`src/rtl/huffman_stream_decoder.sv`:
```
`default_nettype none
// ============================================================================
// Module   : huffman_stream_decoder
// Brief    : Table-programmable Huffman decoder, bit stream in, packed
//            fixed-width symbol words out, valid/ready on both sides.
// Revision : 1.0  initial release
// ============================================================================
module huffman_stream_decoder #(
    parameter int SYM_W   = 4,
    parameter int MAX_LEN = 8,
    parameter int IN_W    = 32,
    parameter int LANES   = 8,
    parameter int CNT_W   = 32
) (
    input  logic                         clk,
    input  logic                         reset_n,
    input  logic                         cfg_we,
    input  logic [SYM_W-1:0]             cfg_addr,
    input  logic [$clog2(MAX_LEN+1)-1:0] cfg_len,
    input  logic [MAX_LEN-1:0]           cfg_code,
    input  logic                         start,
    input  logic [CNT_W-1:0]             sym_total,
    input  logic [IN_W-1:0]              in_data,
    input  logic                         in_valid,
    output logic                         in_ready,
    output logic [LANES*SYM_W-1:0]       out_data,
    output logic [$clog2(LANES+1)-1:0]   out_lanes,
    output logic                         out_last,
    output logic                         out_valid,
    input  logic                         out_ready,
    output logic                         busy,
    output logic                         done,
    output logic                         err
);

    localparam int c_ENTRIES = 1 << SYM_W;
    localparam int c_LEN_W   = $clog2(MAX_LEN + 1);
    localparam int c_LANE_W  = $clog2(LANES + 1);
    localparam int c_BUF_W   = 2 * IN_W;
    localparam int c_BCNT_W  = $clog2(c_BUF_W + 1);
    localparam int c_PACK_W  = LANES * SYM_W;
    localparam logic [MAX_LEN-1:0] c_ONES = {MAX_LEN{1'b1}};

    localparam logic [1:0] c_S_IDLE  = 2'd0;
    localparam logic [1:0] c_S_RUN   = 2'd1;
    localparam logic [1:0] c_S_FLUSH = 2'd2;
    localparam logic [1:0] c_S_ERROR = 2'd3;

    logic [1:0]            r_state;
    logic [1:0]            w_state_nx;
    logic [c_LEN_W-1:0]    r_tbl_len  [c_ENTRIES];
    logic [MAX_LEN-1:0]    r_tbl_code [c_ENTRIES];
    logic [c_BUF_W-1:0]    r_buf;
    logic [c_BCNT_W-1:0]   r_cnt;
    logic [CNT_W-1:0]      r_sym_total;
    logic [CNT_W-1:0]      r_decoded;
    logic [c_PACK_W-1:0]   r_pack;
    logic [c_LANE_W-1:0]   r_pack_cnt;
    logic [c_PACK_W-1:0]   r_out_data;
    logic [c_LANE_W-1:0]   r_out_lanes;
    logic                  r_out_last;
    logic                  r_out_valid;
    logic                  r_done;
    logic                  r_err;

    logic                  w_match;
    logic [SYM_W-1:0]      w_sym;
    logic [c_LEN_W-1:0]    w_len;
    logic [IN_W-1:0]       w_rev;
    logic                  w_in_ready;
    logic                  w_take;
    logic                  w_pack_full;
    logic                  w_out_free;
    logic                  w_load;
    logic                  w_dec;
    logic                  w_err_hit;
    logic                  w_fin;
    logic                  w_start;
    logic [c_LEN_W-1:0]    w_shift_len;
    logic [c_BCNT_W-1:0]   w_cnt_sh;
    logic [c_BUF_W-1:0]    w_buf_sh;
    logic [c_BUF_W-1:0]    w_app;
    logic [c_BUF_W-1:0]    w_buf_nx;
    logic [c_BCNT_W-1:0]   w_cnt_nx;
    logic [c_PACK_W-1:0]   w_pack_nx;
    logic [c_LANE_W-1:0]   w_pack_cnt_nx;

    // Scan high to low so the lowest matching index is the one left standing.
    always_comb begin
        w_match = 1'b0;
        w_sym   = '0;
        w_len   = '0;
        for (int k = c_ENTRIES - 1; k >= 0; k--) begin
            if ((r_tbl_len[k] != '0) &&
                (c_BCNT_W'(r_tbl_len[k]) <= r_cnt) &&
                (((r_buf[MAX_LEN-1:0] ^ r_tbl_code[k]) & ~(c_ONES << r_tbl_len[k])) == '0)) begin
                w_match = 1'b1;
                w_sym   = SYM_W'(k);
                w_len   = r_tbl_len[k];
            end
        end
    end

    always_comb begin
        w_rev = '0;
        for (int j = 0; j < IN_W; j++) begin
            w_rev[j] = in_data[IN_W-1-j];
        end
    end

    assign w_in_ready  = (r_state == c_S_RUN) && (r_cnt <= c_BCNT_W'(c_BUF_W - IN_W));
    assign w_take      = in_valid && w_in_ready;
    assign w_pack_full = (r_pack_cnt == c_LANE_W'(LANES));
    assign w_out_free  = !r_out_valid || out_ready;
    assign w_load      = w_out_free &&
                         (((r_state == c_S_RUN) && w_pack_full) ||
                          ((r_state == c_S_FLUSH) && (r_pack_cnt != '0)));
    assign w_dec       = (r_state == c_S_RUN) && w_match && (r_decoded < r_sym_total) &&
                         (!w_pack_full || w_load);
    assign w_err_hit   = (r_state == c_S_RUN) && !w_match && (r_cnt >= c_BCNT_W'(MAX_LEN));
    assign w_fin       = (r_state == c_S_FLUSH) && r_out_valid && out_ready && r_out_last;
    assign w_start     = start && ((r_state == c_S_IDLE) || (r_state == c_S_ERROR));

    // Consume first, then append the new word right behind the surviving bits.
    assign w_shift_len = w_dec ? w_len : '0;
    assign w_cnt_sh    = r_cnt - c_BCNT_W'(w_shift_len);
    assign w_buf_sh    = r_buf >> w_shift_len;
    assign w_app       = c_BUF_W'(w_rev) << w_cnt_sh;
    assign w_buf_nx    = w_take ? (w_buf_sh | w_app) : w_buf_sh;
    assign w_cnt_nx    = w_take ? (w_cnt_sh + c_BCNT_W'(IN_W)) : w_cnt_sh;

    always_comb begin
        w_pack_nx     = r_pack;
        w_pack_cnt_nx = r_pack_cnt;
        if (w_load) begin
            w_pack_nx     = '0;
            w_pack_cnt_nx = '0;
        end
        if (w_dec) begin
            for (int l = 0; l < LANES; l++) begin
                if (w_pack_cnt_nx == c_LANE_W'(l)) begin
                    w_pack_nx[l*SYM_W +: SYM_W] = w_sym;
                end
            end
            w_pack_cnt_nx = w_pack_cnt_nx + c_LANE_W'(1);
        end
    end

    always_comb begin
        w_state_nx = r_state;
        case (r_state)
            c_S_IDLE, c_S_ERROR: begin
                if (start) begin
                    w_state_nx = (sym_total != '0) ? c_S_RUN : c_S_IDLE;
                end
            end
            c_S_RUN: begin
                if (w_err_hit) begin
                    w_state_nx = c_S_ERROR;
                end else if (w_dec && ((r_decoded + CNT_W'(1)) == r_sym_total)) begin
                    w_state_nx = c_S_FLUSH;
                end
            end
            c_S_FLUSH: begin
                if (w_fin) begin
                    w_state_nx = c_S_IDLE;
                end
            end
            default: w_state_nx = c_S_IDLE;
        endcase
    end

    always_ff @(posedge clk or negedge reset_n) begin
        if (!reset_n) begin
            r_state <= c_S_IDLE;
        end else begin
            r_state <= w_state_nx;
        end
    end

    always_ff @(posedge clk or negedge reset_n) begin
        if (!reset_n) begin
            for (int k = 0; k < c_ENTRIES; k++) begin
                r_tbl_len[k]  <= '0;
                r_tbl_code[k] <= '0;
            end
        end else if ((r_state == c_S_IDLE) && cfg_we) begin
            r_tbl_len[cfg_addr]  <= cfg_len;
            r_tbl_code[cfg_addr] <= cfg_code;
        end
    end

    always_ff @(posedge clk or negedge reset_n) begin
        if (!reset_n) begin
            r_buf       <= '0;
            r_cnt       <= '0;
            r_sym_total <= '0;
            r_decoded   <= '0;
            r_pack      <= '0;
            r_pack_cnt  <= '0;
            r_done      <= 1'b0;
            r_err       <= 1'b0;
        end else begin
            r_done <= w_fin || (w_start && (sym_total == '0));
            if (w_err_hit) begin
                r_err <= 1'b1;
            end
            if (w_start) begin
                r_buf       <= '0;
                r_cnt       <= '0;
                r_decoded   <= '0;
                r_sym_total <= sym_total;
                r_pack      <= '0;
                r_pack_cnt  <= '0;
                r_err       <= 1'b0;
            end else if (w_fin) begin
                r_buf <= '0;
                r_cnt <= '0;
            end else begin
                r_buf      <= w_buf_nx;
                r_cnt      <= w_cnt_nx;
                r_pack     <= w_pack_nx;
                r_pack_cnt <= w_pack_cnt_nx;
                if (w_dec) begin
                    r_decoded <= r_decoded + CNT_W'(1);
                end
            end
        end
    end

    // Output word stays frozen until the consumer takes it.
    always_ff @(posedge clk or negedge reset_n) begin
        if (!reset_n) begin
            r_out_valid <= 1'b0;
            r_out_data  <= '0;
            r_out_lanes <= '0;
            r_out_last  <= 1'b0;
        end else if (w_load) begin
            r_out_valid <= 1'b1;
            r_out_data  <= r_pack;
            r_out_lanes <= r_pack_cnt;
            r_out_last  <= (r_state == c_S_FLUSH) || (r_decoded == r_sym_total);
        end else if (r_out_valid && out_ready) begin
            r_out_valid <= 1'b0;
        end
    end

    assign in_ready  = w_in_ready;
    assign out_data  = r_out_data;
    assign out_lanes = r_out_lanes;
    assign out_last  = r_out_last;
    assign out_valid = r_out_valid;
    assign busy      = (r_state != c_S_IDLE);
    assign done      = r_done;
    assign err       = r_err;

endmodule
`default_nettype wire

```
`config.mk`:
```
export PLATFORM = sky130hd
export DESIGN_NAME = huffman_stream_decoder
export DESIGN_NICKNAME = d
export VERILOG_FILES = /design/src/rtl/huffman_stream_decoder.sv
export SDC_FILE = /design/constraint.sdc
export NUM_CORES = 1
export LEC_CHECK = 0
export CAP_MARGIN = 15
export CORE_MARGIN = 8
export CORE_UTILIZATION = 35
export DETAILED_ROUTE_END_ITERATION = 12
export DONT_BUFFER_PORTS = 1
export PLACE_DENSITY = 0.57
export SLEW_MARGIN = 20
export SYNTH_ARGS = -nofsm -noshare
export SYNTH_HDL_FRONTEND = slang
export SYNTH_SLANG_ARGS = --single-unit
```
`constraint.sdc`:
```
create_clock -name clk -period 8.8 [get_ports clk]
set_input_delay 1.76 -clock clk [delete_from_list [all_inputs] [get_ports clk]]
set_output_delay 1.76 -clock clk [all_outputs]
set_load 0.005 [all_outputs]
```
==> results of run 1 <==
==> worst max-delay path, cell delays in order (launching register included) <==
cell and delay [ps]:
dfrtp_1 1120, buf_4 320, xnor2_1 80, o221a_2 240, o21bai_1 200, a211oi_1 210, or4_1 610, nor3_1 750
a21oi_1 190, buf_4 260, inv_1 120, a211o_2 140, ha_1 300, nand2b_1 210, nor3_1 60, a2111oi_0 850
o311a_1 340, buf_4 450, mux2i_1 650, a221oi_1 270, a221oi_1 440, a21o_1 120
==> layer usage <==
layer	wire length (um)	vias to the layer above	share of wire (%)
li1	-	10492	-
met1	42200	11235	46
met2	39100	766	43
met3	6600	198	7.2
met4	3340	0	3.7
met5	0	-	0
==> final timing paths <==
check,endpoint,startpoint,slack (ps),cells past startpoint
max in group asynchronous,r_buf[35],reset_n,7250,0
worst max register to register,r_buf[61],r_buf[6],780,21
worst min-delay path,out_data[16],r_pack[16],460,2
min in group asynchronous,out_data[4],reset_n,870,0
worst max-delay path,r_buf[61],r_buf[6],780,21
worst min register to register,out_data[16],r_pack[16],460,2
==> cell type report <==
class	count	area (sq um)	share of cell area, %
clock buffers	67	1410	4.63
inverters	83	312	1.02
flip-flops and latches	405	10100	33.2
clock inverters	21	352	1.15
multi-input cells	2268	16700	54.6
well taps	1050	1310	4.31
diodes	1	2.50	0.00820
repair buffers	42	315	1.03
==> Yosys cell counts, drive strengths merged (8+ instances only) <==
master   count  area (sq um)
nor2       195           732
a2111oi     12           118
a211oi      31           238
a221oi      18           170
a211o       11          96.3
buf         53           305
a21oi      149           746
nor2b       21           131
o211ai      34           255
nand2b      17           106
or4          9          71.3
a31oi       13          81.3
a21o        20           150
or2         10          62.6
and3        29           181
o21a        21           158
dfrtp      405         10100
nand4       33           206
o22a        11          96.3
xnor2      111           980
nor3        70           362
o31ai       16           134
a22oi       45           338
mux4         8           180
clkbuf     108           405
or3         28           175
mux2i      232          2330
inv         82           308
xor2       100           876
o21ai      147           736
nor4        20           131
o22ai       37           231
nand3       33           165
and2        11          68.8
ha         108          1350
nand2      326          1220
mux2       236          2660
==> through the flow <==
step | utilization (%) | cells | hold slack (ps)
2_1_floorplan | - | 2917 | 432
6_report | 38.7 | 3937 | 464
3_5_place_dp | 36.5 | 3848 | 461
5_1_grt | 38.7 | 3936 | 484
4_1_cts | 38.7 | 3936 | 470
3_3_place_gp | 36.5 | 3848 | 450
==> registers in the layout, indices dropped and copies added, names as in the netlist <==
| register | flops |
|---|---|
| r_cnt | 7 |
| r_pack | 32 |
| out_valid | 1 |
| err | 1 |
| out_data | 32 |
| r_tbl_len | 64 |
| out_last | 1 |
| r_pack_cnt | 4 |
| r_tbl_code | 128 |
| r_buf | 64 |
| r_state | 2 |
| out_lanes | 4 |
| r_decoded | 32 |
| done | 1 |
| r_sym_total | 32 |
==> logic make-up (layout without fill, tap and decap cells) <==
family / count (synthesis) / count (layout) / synth area share (%)
other: 0 / 1 / 0
adders and majority gates: 111 / 111 / 5.06
and+or+nand+nor: 818 / 818 / 13.6
xor gates and xnor gates: 211 / 211 / 6.70
DFF: 405 / 405 / 36.6
AOI/OAI and AO/OA: 652 / 652 / 15.8
muxes: 476 / 476 / 18.6
buffers and inverters: 244 / 213 / 3.69
==> results by group, run 1 <==
Clock network
  • Clock tree from TritonCTS: built
  • Clock Tree Buf Depth: 3
  • Clock sink total: 405
  • Worst-skew pair later-pin latency: around 600 ps
  • Clock root cell: clkbuf_16
  • PostCTS Resize Cnt: 0
  • CTS hold repair buffers: 0
  • H-tree levels: 2
  • Post-CTS setup buffers: 0
  • Clk slew on worst S/H paths: 60 ps
  • TritonCTS buffer count: 48

Timing
  • Final TNS setup: 0 ps
  • RSZ-0062 raised after global routing: false
  • Relative slew slack: approximately a fifth
  • Fin crit share: between 90 and 100%
  • Fin crit period: 8020 ps
  • Slew Viols, Final: 0
  • Worst setup margin: 780 ps
  • Max Clock Skew: roughly 23 ps
  • Max Clock Freq: 125 MHz
  • Final Hold Vio Count: 0
  • Worst-Margin Slew: 1180 ps
  • Setup violators final: 0

Layout
  • Commonest non-fill, non-tap cell in the layout: dfrtp_1
  • Design area: ~31000 sq um
  • Fraction of layout cells with a size suffix above 1: 14.4%
  • Area delta synth->final: 10.1%
  • Most frequent cells in the layout: dfrtp_1 (404), nand2_1 (326), mux2i_1 (231), mux2_2 (231), nor2_1 (188)
  • Fill cells: around 8000
  • Nets: 3044

Die
  • Core Box Area: 78700 sq um
  • Die ar.: 88400 sq um
  • Starting Density: between 30% and 40%
  • Die width: between 200 and 300 um
  • Vert. Die Dim: a little under 300 um
  • Site Rows: 103
  • I/O pin count: ~130

GRT
  • Initial antenna violation count: 2
  • Most used routing layer: met2
  • Met1 usage: 28.1%
  • Vias in the first global route: 22136
  • First-pass GRT wire length: about 140000 um
  • Largest net degree at the start of global routing: between 400 and 500
  • Grt met2 use: between 20 and 30%
  • Met3 usage: 4.12%
  • GRT Residual Overflow: 0
  • Total track usage: between 15 and 20%

Critical path
  • WP data arrival: 8550 ps
  • WS Path Type: flip-flop to flip-flop
  • Critical Path Source Type: flip-flop
  • CP Data Required Time: 9330 ps
  • CP Capture Type: flip-flop
  • Crit path max fanout: 42

Synth
  • Ys flop type: dfrtp_1
  • Cell area after synthesis: 27700 sq um
  • Sequential-to-total area share from yosys stat: between 30% and 40%
  • EDFF count, synth: 0
  • Post-Syn Area per Cell: roughly 9.5 sq um
  • Post-synthesis cell count: 2917
  • Yosys reg bits: a little over 400
  • Post-Synthesis Net Count: 3113
  • Netlist cell types: 94
  • Yosys synthesis warning count: 0
  • Ys async rst share: 100%

Detailed routing
  • Drt pass-1 iters: 5
  • Via-to-Cell Ratio: 5.76
  • Final wirelength: 91200 um
  • Routed vias: approximately 23000
  • Iteration-0 DRC Markers: 1906
  • Drc violations: 0
  • Routed len/inst: 23.2 um
  • Detail Route Antenna Nets: 0

Place
  • Placer congestion estimate: 0.955
  • Pre-CTS WS: 997 ps
  • # port buffers: 0
  • Post-DP HPWL: between 60000 and 70000 um
  • Placed Area: 28700 sq um

Flow run
  • Max_cap viols: 0

Run status
  • Status: completed

Min path
  • HP Class: flip-flop to flip-flop
Power of run 1 is left out: the tool's default activity adds up to more than one toggle a clock period on the data nets, which glitch-free logic cannot reach.
==> run 2: changes to the inputs <==
--- a/config.mk
+++ b/config.mk
@@ -10,7 +10,7 @@
 export CORE_UTILIZATION = 35
 export DETAILED_ROUTE_END_ITERATION = 12
 export DONT_BUFFER_PORTS = 1
-export PLACE_DENSITY = 0.57
+export PLACE_DENSITY = 0.54
 export SLEW_MARGIN = 20
 export SYNTH_ARGS = -nofsm -noshare
 export SYNTH_HDL_FRONTEND = slang
==> run 2 against run 1 <==
Worst setup slack got worse by 110 ps. Die area did not move. Utilization fell by 0.20 points. Maximum frequency fell by 1.3%. Sequential share of layout area rose by 0.17 points. Non-clock buffer count rose by 3. Final area fell by 0.50%. Routed wire length rose by 3.5%. First-iteration DRC count rose by 3.3%. Count of clock-buffer cells in the layout rose by 3. Critical path type unchanged.
==> results by group, run 2 (synthesized netlist as in run 1, its figures left out) <==
Critical path
  • FF-to-FF path depth: 20 (was 21)
  • CP Data Required Time: 9210 ps (was 9330 ps)
  • Worst reg2reg path endpoint: r_buf[55] (was r_buf[61])
  • CP Launch Point: r_cnt[1] (was r_buf[6])
  • Crit path max fanout: 26 (was 42)
  • CP Capture Type: flip-flop (unchanged)
  • Critical path, cell by cell: inv_1 > ha_1 > nor2b_1 > o211ai_1 > a21oi_1 > nor4b_2 > a311o_1 > a221oi_1 > a2111oi_2 > o31ai_4 > or2_2 > fa_1 > buf_4 > clkinv_1 > nor2_1 > a22o_1 > nor2_1 > mux2i_1 > a2bb2oi_1 > a21oi_1 (was buf_4 > xnor2_1 > o221a_2 > o21bai_1 > a211oi_1 > or4_1 > nor3_1 > a21oi_1 > buf_4 > inv_1 > a211o_2 > ha_1 > nand2b_1 > nor3_1 > a2111oi_0 > o311a_1 > buf_4 > mux2i_1 > a221oi_1 > a221oi_1 > a21o_1)
  • R2r startpoint: r_cnt[1] (was r_buf[6])
  • WS Path Type: flip-flop to flip-flop (unchanged)
  • Slowest stage delay, CP: 800 ps (was 1120 ps)
  • WP data arrival: 8540 ps (was 8550 ps)
  • Critical Path Source Type: flip-flop (unchanged)
  • Critical path capture point: r_buf[55] (was r_buf[61])
  • R2r setup slk: 670 ps (was 780 ps)
  • Slowest-stage cell, CP: nor2_1 (was dfrtp_1)

Run status
  • Status: completed (unchanged)

GRT
  • Initial antenna violation count: 1 (was 2)
  • GRT Residual Overflow: 0 (unchanged)
  • Vias in the first global route: 23342 (was 22136)
  • First-pass GRT wire length: 146000 um (was 139000 um)
  • Largest net degree at the start of global routing: 406 (unchanged)
  • Total track usage: 20.7% (was 19.8%)

Detailed routing
  • Final wirelength: 94300 um (was 91200 um)
  • Drt pass-1 iters: 6 (was 5)
  • Iteration-0 DRC Markers: 1969 (was 1906)
  • Via-to-Cell Ratio: 5.82 (was 5.76)
  • Routed vias: 22937 (was 22691)
  • Routed len/inst: 23.9 um (was 23.2 um)
  • Drc violations: 0 (unchanged)
  • Detail Route Antenna Nets: 0 (unchanged)

Clock network
  • Clock root cell: clkbuf_16 (unchanged)
  • Post-CTS setup buffers: 0 (unchanged)
  • Clock tree from TritonCTS: built (unchanged)
  • Clock sink total: 405 (unchanged)
  • CTS hold repair buffers: 0 (unchanged)
  • PostCTS Resize Cnt: 0 (unchanged)
  • Worst-skew pair later-pin latency: 620 ps (was 600 ps)
  • H-tree levels: 2 (unchanged)
  • Clk slew on worst S/H paths: 60 ps (about the same)
  • TritonCTS buffer count: 49 (was 48)
  • Clock Tree Buf Depth: 3 (unchanged)

Place
  • # port buffers: 0 (unchanged)
  • Dpl cells: 3851 (was 3848)
  • Placer congestion estimate: 0.950 (was 0.955)
  • Post-DP HPWL: 66900 um (was 63700 um)
  • Placed Area: 28700 sq um (about the same)

Die
  • Site Rows: 103 (unchanged)
  • Starting Density: 35.2% (unchanged)
  • Vert. Die Dim: 297 um (unchanged)
  • Core Box Area: 78700 sq um (unchanged)
  • Die ar.: 88400 sq um (unchanged)
  • Die width: 297 um (unchanged)
  • I/O pin count: 128 (unchanged)

Timing
  • Fin crit share: 92.4% (was 91.1%)
  • Worst hold margin: 476 ps (was 464 ps)
  • Max Clock Skew: 39.2 ps (was 22.8 ps)
  • Final Hold Vio Count: 0 (unchanged)
  • Relative slew slack: 26.8% (was 21.3%)
  • Setup violators final: 0 (unchanged)
  • Slew Viols, Final: 0 (unchanged)
  • Fin crit period: 8130 ps (was 8020 ps)
  • Worst-Margin Slew: 1090 ps (was 1180 ps)
  • RSZ-0062 raised after global routing: false (unchanged)
  • Max Clock Freq: 123 MHz (was 125 MHz)
  • Final TNS setup: 0 ps (unchanged)

Layout
  • Largest regs: r_tbl_code (128), r_buf (64), r_tbl_len (64) (unchanged)
  • Fill cells: 7790 (was 7818)
  • Fraction of layout cells with a size suffix above 1: 14.2% (was 14.4%)
  • Commonest non-fill, non-tap cell in the layout: dfrtp_1 (unchanged)
  • Nets: 3048 (was 3044)
  • Design area: 30400 sq um (was 30500 sq um)
  • Biggest register: r_tbl_code (unchanged)
  • Most frequent cells in the layout: dfrtp_1 (403), nand2_1 (326), mux2i_1 (231), mux2_2 (231), nor2_1 (189) (was dfrtp_1 (404), nand2_1 (326), mux2i_1 (231), mux2_2 (231), nor2_1 (188))
  • Largest register FFs: 128 (unchanged)
  • Cell Count, Final, Fillers Out: 3942 (was 3937)
  • Area delta synth->final: 9.56% (was 10.1%)

Flow run
  • Max_cap viols: 0 (unchanged)

Min path
  • HP Class: flip-flop to flip-flop (unchanged)
[run 2: cell count changes in the layout (fill, tap and decap cells not counted), sizes merged]
cell | previous run | this run
clkinvlp | 1 | 0
clkinv | 11 | 16
inv | 83 | 84
bufinv | 9 | 3
buf | 42 | 45
clkbuf | 67 | 70
[run 2: how the worst min path moves through the flow]
stage	from	endpoint	slack, ps	depth (start not counted)
final	r_pack[19]	out_data[19]	480	2
after CTS	r_pack[17]	out_data[17]	480	2
after detailed placement	r_pack[17]	out_data[17]	460	2
after floorplan	r_pack[29]	out_data[29]	430	2
after global placement	r_pack[21]	out_data[21]	450	2
after global routing	r_pack[17]	out_data[17]	500	2
[run 2: layout make-up]
| type | instances | area (sq um) | share of cell area [%] |
|---|---|---|---|
| multi-input cells | 2268 | 16700 | 54.9 |
| diodes | 1 | 2.50 | 0.00824 |
| repair buffers | 45 | 338 | 1.11 |
| clock inverters | 20 | 230 | 0.758 |
| flip-flops and latches | 405 | 10100 | 33.4 |
| clock buffers | 70 | 1370 | 4.50 |
| inverters | 83 | 312 | 1.03 |
| well taps | 1050 | 1310 | 4.33 |
[run 2: per-layer routing]
layer / track usage (%) / up-vias / wire [um]
met4: 7.02 / 0 / 3340
li1: - / 10481 / -
met5: 0 / - / 0
met1: 28.3 / 11547 / 42300
met2: 32.9 / 732 / 43000
met3: 3.50 / 177 / 5710
[run 2: worst max-delay path: cells and delay by family, from the launching register on]
kind	cells	cell delay, ps
adders and majority gates	2	980
DFF	1	480
muxes	1	440
AOI/OAI and AO/OA	9	2290
buffers and inverters	3	1700
and+or+nand+nor	5	2010
[run 2: stage by stage]
stage | worst slack, ps | utilization, %
6_report | 671 | 38.6
5_1_grt | 267 | 38.5
4_1_cts | 827 | 38.5
3_5_place_dp | 830 | 36.5
3_3_place_gp | 858 | 36.5
2_1_floorplan | 2220 | -
Power of run 2 is left out for the same reason.
